**config.mk**
```make
export PLATFORM = sky130hd
export DESIGN_NAME = ifetch_ctrl
export DESIGN_NICKNAME = d
export VERILOG_FILES = /design/src/rtl/ifetch_ctrl.sv
export SDC_FILE = /design/constraint.sdc
export NUM_CORES = 1
export LEC_CHECK = 0
export ABC_AREA = 0
export BUFFER_PORTS_ARGS = -buffer_cell sky130_fd_sc_hd__clkbuf_2
export CAP_MARGIN = 20
export CORE_MARGIN = 4
export CORE_UTILIZATION = 55
export CTS_CLUSTER_SIZE = 28
export DETAILED_ROUTE_END_ITERATION = 10
export PLACE_DENSITY = 0.82
export SETUP_SLACK_MARGIN = 0.2
export SYNTH_ARGS = -nofsm -noshare
export SYNTH_HDL_FRONTEND = slang
export SYNTH_SLANG_ARGS = --single-unit
```
**constraint.sdc**
```tcl
create_clock -name clk -period 17.8 [get_ports clk]
set_input_delay 3.56 -clock clk [delete_from_list [all_inputs] [get_ports clk]]
set_output_delay 3.56 -clock clk [all_outputs]
set_load 0.02 [all_outputs]
```
**src/rtl/ifetch_ctrl.sv**
```systemverilog
// Instruction-fetch sequencer: owns the PC, reads imem, and queues {pc, word, err} in a 2-entry fall-through buffer for decode.
// Latency: an instruction is visible on inst the cycle after its push edge; a redirect costs 2 cycles to the first new instruction.
// Backpressure: inst_ready low stalls pops; when the buffer is full and nothing pops, the PC holds and no fetch is issued.
module ifetch_ctrl #(
    parameter logic [31:0] RESET_PC   = 32'h0000_0000,
    parameter int          IMEM_DEPTH = 512
) (
    input  logic        clk,
    input  logic        rst,
    output logic [31:0] imem_addr,
    input  logic [31:0] imem_data,
    input  logic        fetch_en,
    input  logic        redirect_valid,
    input  logic [31:0] redirect_pc,
    output logic        inst_valid,
    input  logic        inst_ready,
    output logic [31:0] inst,
    output logic [31:0] inst_pc,
    output logic        inst_err,
    output logic        halted,
    output logic [31:0] retired_cnt
);

    typedef enum logic {RUN, HALT_ERR} state_t;

    typedef struct packed {
        logic [31:0] pc;
        logic [31:0] word;
        logic        err;
    } entry_t;

    localparam logic [29:0] DEPTH_W = 30'(IMEM_DEPTH);

    state_t      state;
    logic [31:0] pc;
    entry_t      slot0;   // head of the buffer
    entry_t      slot1;   // second entry, valid only when count == 2
    logic [1:0]  count;

    logic        in_range;
    logic        pop;
    logic        push;
    entry_t      new_entry;

    // Fetch decision for this cycle: range check, handshake and push qualification.
    always_comb begin
        in_range       = (pc[31:2] < DEPTH_W);
        new_entry.pc   = pc;
        new_entry.word = in_range ? imem_data : 32'h0;
        new_entry.err  = !in_range;
        pop            = (count != 2'd0) && inst_ready;
        push           = (state == RUN) && fetch_en && !redirect_valid &&
                         ((count != 2'd2) || pop);
    end

    // Head-of-buffer view for decode; outputs read zero whenever the buffer is empty.
    assign imem_addr  = pc;
    assign inst_valid = (count != 2'd0);
    assign inst       = inst_valid ? slot0.word : 32'h0;
    assign inst_pc    = inst_valid ? slot0.pc   : 32'h0;
    assign inst_err   = inst_valid ? slot0.err  : 1'b0;
    assign halted     = (state == HALT_ERR);

    // Controller state: PC, halt FSM, buffer contents and retire counter.
    always_ff @(posedge clk or posedge rst) begin
        if (rst) begin
            state       <= RUN;
            pc          <= RESET_PC;
            slot0       <= '0;
            slot1       <= '0;
            count       <= 2'd0;
            retired_cnt <= 32'h0;
        end else begin
            // A pop coincident with a redirect was still accepted by decode.
            if (pop) begin
                retired_cnt <= retired_cnt + 32'd1;
            end

            if (redirect_valid) begin
                count <= 2'd0;
                pc    <= redirect_pc & ~32'h3;
                state <= RUN;
            end else begin
                // An out-of-range fetch is queued as an error entry and parks the PC on it.
                if (push) begin
                    if (in_range) begin
                        pc <= pc + 32'd4;
                    end else begin
                        state <= HALT_ERR;
                    end
                end

                case ({push, pop})
                    2'b11: begin
                        if (count == 2'd1) begin
                            slot0 <= new_entry;
                        end else begin
                            slot0 <= slot1;
                            slot1 <= new_entry;
                        end
                    end
                    2'b01: begin
                        slot0 <= slot1;
                        count <= count - 2'd1;
                    end
                    2'b10: begin
                        if (count == 2'd0) begin
                            slot0 <= new_entry;
                        end else begin
                            slot1 <= new_entry;
                        end
                        count <= count + 2'd1;
                    end
                    default: begin
                    end
                endcase
            end
        end
    end

endmodule

```
==> reports/results.ini, run 1 <==
[outcome]
outcome=finished clean

[synth]
syn_inst=937
ys_types=53
syn_area_um2=9520
yosysWarnings=0
ys_ff_latch=192
syn_avg_cell_area_um2=10.2
synth_edf_count=0
async_flop_share=1.00
seq_area_frac_synth=0.505
ys.flop_type=dfrtp_1

[global_route]
use_met1=0.346
grt_pass1_vias=7719
grtUsageTotal=0.250
grt_antenna_before_repair=0
use_met3=0.0600
grt_max_degree=116
grt-busiest-layer=met2
met2_usage=0.395
grt_pass1_wl_um=40100
grt-ovfl-total=0

[floorplanning]
die_area_um2=19500
initial_core_util=0.568
io_pins=200
fp.dieH_um=140
fp.dieW_um=140
core-area_um2=16800
rows=47

[drt]
via_per_inst=6.13
vias=7876
wl_um=24600
drc=0
drt_iter0_drc=694
routedWlPerCell_um=19.2
drt.antenna.violating_nets=0
dr.pass1.iters=5

[clocking]
cts_buffer_depth=2
cts_made_buffers=17
htree_levels=4
cts_tree=built
clkTransAtPathRegs_ns=0.06
root_buffer=clkbuf_16
clock-sinks=192
post_cts_resized=0
insertion_delay_ns=0.43
cts_post_setup_buffers_inserted=0
ctsHoldBuffers=0

[hold_path]
min_path_type=reg2reg

[worst_setup_path]
crit_fanout=50
critPathRequiredTime_ns=14.24
end_kind=output pin
critPathKind=reg2out
startpoint_type=register
critPathArrivalTime_ns=2.35

[sta]
slew-limit-headroom=0.353
whs_ns=0.463
rsz0062_at_grt=false
setup_viol=0
finClkSkew_ns=0.0109
period_needed_ns=5.91
worst_pin_slew_ns=0.970
max_freq_mhz=169
drv_slew=0
hold_viol_final=0
min_period_over_period=0.332
finalSetupTns_ns=0

[layout]
fin_util=0.658
antennaDiodeCount=0
n_fill_cell=1342
area_growth_pct=15.9
seq_area_um2=4800
drive_above_1_share=0.285
multiInputGateArea_um2=4130
layout.nets=1127
postLayoutCellArea_um2=11000

[pwr]
power_mw=1.72
max-vdd-ir-drop_uv=90.3
powerDensity_nw_per_um2=156
p_leak_nw=4.89

[place]
postPlaceCellArea_um2=10300
place_congestion=0.847
place_hpwl_um=15100
port_buffers=195

[run]
maxCapViolCount=0

==> placed cells by master (no fill, tap or decap), types with 2 or more instances in the layout <==
cell       netlist  routed
a211oi_1         3       3
o21ai_0         24      24
mux2i_1          3       3
nand4_1         10      10
nor2_1          74      74
ha_1             5       4
and3_1           5       4
nor2b_1         66      66
or3_1            2       2
o31ai_1          3       3
o2bb2ai_1       32      32
xnor2_1         18      18
and4_1           7       7
o2111ai_1       32      32
clkbuf_16        0      17
bufinv_16        0       6
nor4_1           7       7
a2bb2oi_1        2       2
inv_1           13      12
dfrtp_1        192     192
nand2_1         54      54
mux2_2          50      50
buf_4           35      12
nor3_1          13      13
conb_1           1       2
o2111ai_2        2       2
o211ai_1         4       4
a31oi_1         65      65
a21oi_1         36      36
and2_1           4       4
nand3_1         46      45
inv_6            0       2
xor2_1          14      14
nand2b_1         4       4
inv_8            0       2
or4_1            4       4
o21ai_1         12      12
clkbuf_2         0     195
==> synth_stat cells, types with 2 or more instances <==
master	count	area share
xor2_1	14	0.013
xnor2_1	18	0.017
mux2i_1	3	0.0032
dfrtp_1	192	0.50
or3_1	2	0.0013
inv_1	13	0.0051
nand2_1	54	0.021
o2111ai_1	32	0.029
a211oi_1	3	0.0024
o21ai_0	24	0.013
nand4_1	10	0.0066
a21oi_1	36	0.019
and3_1	5	0.0033
nor4_1	7	0.0046
o21ai_1	12	0.0063
a2bb2oi_1	2	0.0018
nor2b_1	66	0.043
o2111ai_2	2	0.0032
buf_1	3	0.0012
o211ai_1	4	0.0032
o2bb2ai_1	32	0.029
and2_1	4	0.0026
o211a_1	2	0.0021
buf_2	25	0.013
or4_1	4	0.0032
a31oi_1	65	0.043
o31ai_1	3	0.0024
nor3_1	13	0.0068
clkbuf_1	49	0.019
mux2_2	50	0.059
and4_1	7	0.0064
nor2_1	74	0.029
ha_1	5	0.0066
buf_4	35	0.028
nand2b_1	4	0.0026
nand3_1	46	0.024
==> routing by layer <==
metal | up-vias | share of wire
met2 | 364 | 0.47
met3 | 38 | 0.082
met5 | - | 0
met1 | 3901 | 0.42
met4 | 0 | 0.020
li1 | 3573 | -
==> critical path, stage by stage, from the launching register on <==
cell	delay, ns
dfrtp_1	0.38
inv_1	0.12
ha_2	0.49
buf_4	0.57
nor2b_1	0.14
clkbuf_2	0.19
==> power by group <==
part / internal [mW] / switching [mW] / leakage, nW / total (mW)
clock network: 0.268 / 0.171 / 0.325 / 0.439
registers: 0.562 / 0.0744 / 2.37 / 0.636
logic: 0.232 / 0.416 / 2.20 / 0.647
==> final timing paths <==
| check | endpoint | slack [ns] | start | cells after the start |
|---|---|---|---|---|
| min reg2reg | retired_cnt[31] | 0.46 | retired_cnt[31] | 1 |
| max in group asynchronous | imem_addr[6] | 13.02 | rst | 3 |
| min in group asynchronous | slot1[19] | 3.30 | rst | 2 |
| max reg2reg | slot0[2] | 13.92 | count[0] | 8 |
| min | retired_cnt[31] | 0.46 | retired_cnt[31] | 1 |
| max | inst_pc[6] | 11.89 | count[0] | 5 |
==> final cells by class <==
type,count,area share
Timing Repair Buffer,208,0.0992
Sequential cell,192,0.436
Tap cell,220,0.0250
Inverter,13,0.00511
Clock inverter,12,0.0209
Clock buffer,18,0.0398
Multi-Input combinational cell,621,0.374
==> stage by stage <==
| step | cells | setup WS (ns) |
|---|---|---|
| final | 1284 | 11.89 |
| after floorplan | 938 | 9.01 |
| after CTS | 1283 | 11.87 |
| after global placement | 1253 | 11.74 |
| after global routing | 1284 | 11.72 |
| after detailed placement | 1253 | 11.67 |
==> state kept, by name (all words and copies together) (netlist names) <==
signal / flops
halted: 1
count: 2
slot1: 63
slot0: 64
retired_cnt: 32
imem_addr: 30
==> logic make-up after synthesis <==
kind of cell | count (synthesis) | synth area share
flops | 192 | 0.505
buf+inv | 125 | 0.0664
fa+ha+maj | 5 | 0.00657
mux | 53 | 0.0623
other cells | 1 | 0.000394
xor+xnor | 32 | 0.0295
simple gates | 304 | 0.166
compound gates | 225 | 0.164
(Power assumes the default switching activity.)
==> run 2: changes to the inputs <==
==> constraint.sdc (replaced) <==
create_clock -name clk -period 6 [get_ports clk]
set_input_delay 1.2 -clock clk [delete_from_list [all_inputs] [get_ports clk]]
set_output_delay 1.2 -clock clk [all_outputs]
set_load 0.02 [all_outputs]
==> reports/results.ini, run 2 (same netlist as run 1, synthesis figures left out) <==
[outcome]
outcome=finished clean

[worst_setup_path]
critPathSlowestCell=and3_2
critical-path-top-cell-by-count=buf_4
startpoint_type=primary input
crit_fanout=36  ; -28%
critPathRequiredTime_ns=6.34  ; -7.90 ns
end_kind=register
critical_path.cell_chain=clkbuf_2, buf_4, inv_1, and3_2, buf_4, o2111ai_1, a21oi_1
critPathArrivalTime_ns=3.87  ; +1.52 ns
slowest_delay_ns=0.64  ; +0.07 ns
critPathKind=in2reg

[clocking]
insertion_delay_ns=0.44  ; about the same
cts_tree=built
htree_levels=4  ; unchanged
root_buffer=clkbuf_16
cts_made_buffers=17  ; unchanged
cts_buffer_depth=2  ; unchanged
post_cts_resized=0  ; unchanged
clock-sinks=192  ; unchanged
clkTransAtPathRegs_ns=0.07  ; about the same
ctsHoldBuffers=0  ; unchanged
cts_post_setup_buffers_inserted=0  ; unchanged

[floorplanning]
fp.dieW_um=140  ; unchanged
die_area_um2=19500  ; unchanged
core-area_um2=16800  ; unchanged
fp.dieH_um=140  ; unchanged
rows=47  ; unchanged
initial_core_util=0.568  ; unchanged
io_pins=200  ; unchanged

[global_route]
met2_usage=0.403  ; +0.00840
grt_antenna_before_repair=0  ; unchanged
grt_pass1_vias=7768  ; +0.63%
use_met1=0.347  ; +0.00162
grt_max_degree=193  ; +66%
grt-ovfl-total=0  ; unchanged
use_met3=0.0535  ; -0.00652
grt-busiest-layer=met2
grtUsageTotal=0.251  ; about the same
grt_pass1_wl_um=40400  ; +0.84%

[sta]
drv_slew=0  ; unchanged
rsz0062_at_grt=false
worst_pin_slew_ns=1.08  ; +0.111 ns
finClkSkew_ns=0.0119  ; +0.000976 ns
setup_viol=0  ; unchanged
hold_viol_final=0  ; unchanged
finalSetupTns_ns=0  ; unchanged
min_period_over_period=0.588
period_needed_ns=3.53
max_freq_mhz=283
slew-limit-headroom=0.279  ; -0.0742

[drt]
drc=0  ; unchanged
routedWlPerCell_um=19.0  ; -0.86%
via_per_inst=6.15  ; +0.20%
drt_iter0_drc=810  ; +17%
vias=7910  ; +0.43%
drt.antenna.violating_nets=0  ; unchanged
dr.pass1.iters=5  ; unchanged
wl_um=24500  ; -0.63%

[layout]
layout.nets=1128  ; +0.089%
final_common_cell=clkbuf_2
largest_register=slot0
area_growth_pct=15.2
fin_util=0.654  ; -0.00351
largestRegisters=slot0: 64 flops, slot1: 63 flops, retired_cnt: 32 flops
antennaDiodeCount=0  ; unchanged
stdcell_count=1287  ; +0.23%
drive_above_1_share=0.287  ; +0.00201
postLayoutCellArea_um2=11000  ; -0.53%
largest_register_ffs=64  ; unchanged
mostFrequentLayoutCells=195 x clkbuf_2, 192 x dfrtp_1, 74 x nor2_1
n_fill_cell=1331  ; -0.82%

[run]
maxCapViolCount=0  ; unchanged

[hold_path]
min_path_type=reg2reg

[place]
placed_cells=1253  ; unchanged
place_hpwl_um=14900  ; -1.3%
place_congestion=0.805  ; -5.0%
port_buffers=195  ; unchanged
postPlaceCellArea_um2=10300  ; about the same

[pwr]
max-vdd-ir-drop_uv=279  ; +210%
p_leak_nw=4.87  ; -0.53%
power_mw=4.94  ; +190%
powerDensity_nw_per_um2=451  ; +190%

run 2: critical path: cells and delay by family:
| family | cells | cell delay (ns) |
|---|---|---|
| AND/OR/NAND/NOR | 1 | 0.64 |
| buffers and inverters | 4 | 1.57 |
| AO/OA/AOI/OAI | 2 | 0.40 |
run 2: worst paths after layout:
| kind | from | to | slack (ns) | cells past startpoint |
|---|---|---|---|---|
| hold reg to reg | retired_cnt[31] | retired_cnt[31] | 0.47 | 1 |
| min in group asynchronous | rst | retired_cnt[10] | 0.97 | 3 |
| setup reg to reg | count[0] | slot0[0] | 3.13 | 8 |
| max in group asynchronous | rst | retired_cnt[3] | 4.15 | 3 |
| hold / removal | retired_cnt[31] | retired_cnt[31] | 0.47 | 1 |
| setup / recovery | redirect_valid | slot0[3] | 2.47 | 7 |
run 2: cell type report:
class | instances | area (um^2) | area share
well taps | 220 | 275 | 0.0251
flip-flops and latches | 192 | 4800 | 0.438
clock inverters | 15 | 149 | 0.0136
multi-input cells | 621 | 4130 | 0.376
inverters | 13 | 52.6 | 0.00479
clock buffers | 17 | 425 | 0.0388
repair buffers | 209 | 1130 | 0.103
run 2: metrics by stage:
step                setup WS [ns]  hold slack (ns)
CTS                          2.50            0.471
finish                       2.47            0.469
global route                 2.34            0.501
detailed placement           2.04            0.461
global placement             2.07            0.456
floorplan                    2.32            0.442
run 2: power breakdown:
group          switching [mW]  internal [mW]  total (mW)  leakage [nW]
logic                    1.24          0.700        1.94          2.21
clock network           0.530          0.587        1.12         0.288
registers               0.221           1.67        1.89          2.37
run 2: layer usage:
layer  wire (um)  vias to the layer above
met5           0                        -
met4         411                        0
met3        1720                       36
met2       11700                      327
met1       10700                     3967
li1            -                     3580
==> run 3: changes to the inputs <==
--- a/config.mk
+++ b/config.mk
@@ -9,10 +9,10 @@
 export BUFFER_PORTS_ARGS = -buffer_cell sky130_fd_sc_hd__clkbuf_2
 export CAP_MARGIN = 20
 export CORE_MARGIN = 4
-export CORE_UTILIZATION = 55
+export CORE_UTILIZATION = 50
 export CTS_CLUSTER_SIZE = 28
 export DETAILED_ROUTE_END_ITERATION = 10
-export PLACE_DENSITY = 0.82
+export PLACE_DENSITY = 0.79
 export SETUP_SLACK_MARGIN = 0.2
 export SYNTH_ARGS = -nofsm -noshare
 export SYNTH_HDL_FRONTEND = slang
==> constraint.sdc (replaced) <==
create_clock -name clk -period 3.1 [get_ports clk]
set_input_delay 0.62 -clock clk [delete_from_list [all_inputs] [get_ports clk]]
set_output_delay 0.62 -clock clk [all_outputs]
set_load 0.02 [all_outputs]
==> reports/results.ini, run 3 (same netlist as run 1, synthesis figures left out) <==
[outcome]
outcome=finished clean

[sta]
setup_viol=0  ; unchanged
finClkSkew_ns=0.0155  ; +0.00363 ns
whs_ns=0.214  ; -0.255 ns
drv_slew=0  ; unchanged
period_needed_ns=2.63
slew-limit-headroom=0.469  ; +0.190
max_freq_mhz=380
rsz0062_at_grt=false
finalSetupTns_ns=0  ; unchanged
hold_viol_final=0  ; unchanged
worst_pin_slew_ns=0.795  ; -0.287 ns
min_period_over_period=0.850

[layout]
stdcell_count=1311  ; +1.9%
fin_util=0.592  ; -0.0628
largestRegisters=slot0: 64 flops, slot1: 63 flops, retired_cnt: 32 flops
layout.nets=1139  ; +0.98%
n_fill_cell=1577  ; +18%
final_common_cell=clkbuf_2
drive_above_1_share=0.291  ; +0.00384
antennaDiodeCount=0  ; unchanged
mostFrequentLayoutCells=195 x clkbuf_2, 192 x dfrtp_1, 74 x nor2_1
postLayoutCellArea_um2=11100  ; +0.90%
largest_register=slot0
area_growth_pct=16.3
largest_register_ffs=64  ; unchanged

[clocking]
cts_buffer_depth=2  ; unchanged
cts_made_buffers=17  ; unchanged
root_buffer=clkbuf_16
clock-sinks=192  ; unchanged
cts_post_setup_buffers_inserted=0  ; unchanged
cts_tree=built
ctsHoldBuffers=0  ; unchanged
clkTransAtPathRegs_ns=0.07  ; about the same
htree_levels=4  ; unchanged
insertion_delay_ns=0.44  ; about the same

[global_route]
grt-ovfl-total=0  ; unchanged
grtUsageTotal=0.231  ; -0.0196
grt_pass1_wl_um=40200  ; -0.43%
grt_max_degree=80  ; -59%
grt_pass1_vias=7648  ; -1.5%
grt_antenna_before_repair=1  ; +1

[floorplanning]
core-area_um2=18700  ; +12%
rows=50  ; +6.4%
die_area_um2=21300  ; +9.4%
io_pins=200  ; unchanged
initial_core_util=0.509  ; -0.0591
fp.dieW_um=146  ; +4.6%
fp.dieH_um=146  ; +4.6%

[worst_setup_path]
crit_fanout=24  ; -33%
slowest_delay_ns=0.52  ; -0.12 ns
startpoint_type=register
critical_path.cell_chain=inv_1, ha_2, nand2b_1, nand3_2, buf_4, nand3_1, a31oi_1
critPathArrivalTime_ns=2.93  ; -0.94 ns
critPathRequiredTime_ns=3.39  ; -2.95 ns
critPathSlowestCell=nand2b_1
critPathKind=reg2reg
end_kind=register

[run]
maxCapViolCount=0  ; unchanged

[hold_path]
min_path_type=in2async

[drt]
dr.pass1.iters=5  ; unchanged
via_per_inst=5.91  ; -3.8%
drc=0  ; unchanged
routedWlPerCell_um=18.6  ; -2.4%
wl_um=24300  ; -0.53%
drt.antenna.violating_nets=0  ; unchanged
drt_iter0_drc=606  ; -25%
vias=7752  ; -2.0%

[place]
placed_cells=1280  ; +2.2%
place_congestion=0.820  ; +1.9%
postPlaceCellArea_um2=10500  ; +1.7%
place_hpwl_um=15900  ; +6.8%
port_buffers=195  ; unchanged

[pwr]
p_leak_nw=4.90  ; +0.75%
powerDensity_nw_per_um2=859  ; +91%
max-vdd-ir-drop_uv=551  ; +97%

run 3: cell types whose count changed in the layout (fill, tap and decap cells not counted), sizes merged:
cell | before | now
buf | 14 | 25
clkbuf | 212 | 215
clkinv | 7 | 5
clkinvlp | 1 | 3
inv | 19 | 15
run 3: stage by stage:
step           power [mW]  worst slack, ns
3_5_place_dp         7.47            0.453
3_3_place_gp         7.36            0.520
6_report             9.51            0.465
2_1_floorplan        6.31          0.00356
4_1_cts              9.57            0.348
5_1_grt              10.1            0.224
run 3: power by group:
group	switching, mW	internal (mW)
logic	2.34	1.41
clock network	0.970	1.11
registers	0.444	3.23
total	3.75	5.75
run 3: path summary, 6_finish.rpt:
| path | from | depth (start not counted) | slack (ns) | end |
|---|---|---|---|---|
| max | count[0] | 7 | 0.47 | slot0[47] |
| min | rst | 2 | 0.21 | imem_addr[14] |
| max reg2reg | count[0] | 7 | 0.47 | slot0[47] |
| min reg2reg | retired_cnt[31] | 1 | 0.48 | retired_cnt[31] |
| max in group asynchronous | rst | 3 | 1.96 | slot1[40] |
| min in group clk | redirect_pc[22] | 2 | 0.41 | imem_addr[22] |
run 3: what timing repair did:
| action | CTS | global route |
|---|---|---|
| endpoints found under the hold margin | 0 | 0 |
| gates resized for setup | 0 | 1 |
| setup endpoints to repair | 0 | 1 |
run 3: layout make-up:
| type | instances | area, um^2 | area share |
|---|---|---|---|
| flip-flops and latches | 192 | 4800 | 0.434 |
| multi-input cells | 621 | 4130 | 0.373 |
| repair buffers | 220 | 1240 | 0.112 |
| clock buffers | 20 | 437 | 0.0395 |
| well taps | 234 | 293 | 0.0265 |
| clock inverters | 11 | 110 | 0.00995 |
| inverters | 13 | 52.6 | 0.00475 |
run 3: worst max-delay path: cells and delay by family, from the launching register on:
| kind | cells | cell delay (ns) |
|---|---|---|
| flip-flops | 1 | 0.38 |
| AO/OA/AOI/OAI | 1 | 0.09 |
| adder cells (fa/ha/maj) | 1 | 0.38 |
| buffers and inverters | 2 | 0.52 |
| AND/OR/NAND/NOR | 3 | 1.12 |
run 3: layer usage:
layer | routed length, um | vias to the layer above | global-route usage | part of all wire
met3 | 1690 | 36 | 0.0582 | 0.069
met5 | 8 | - | 0 | 0.00033
li1 | - | 3594 | - | -
met1 | 10900 | 3825 | 0.323 | 0.45
met4 | 512 | 2 | 0.0708 | 0.021
met2 | 11200 | 295 | 0.357 | 0.46
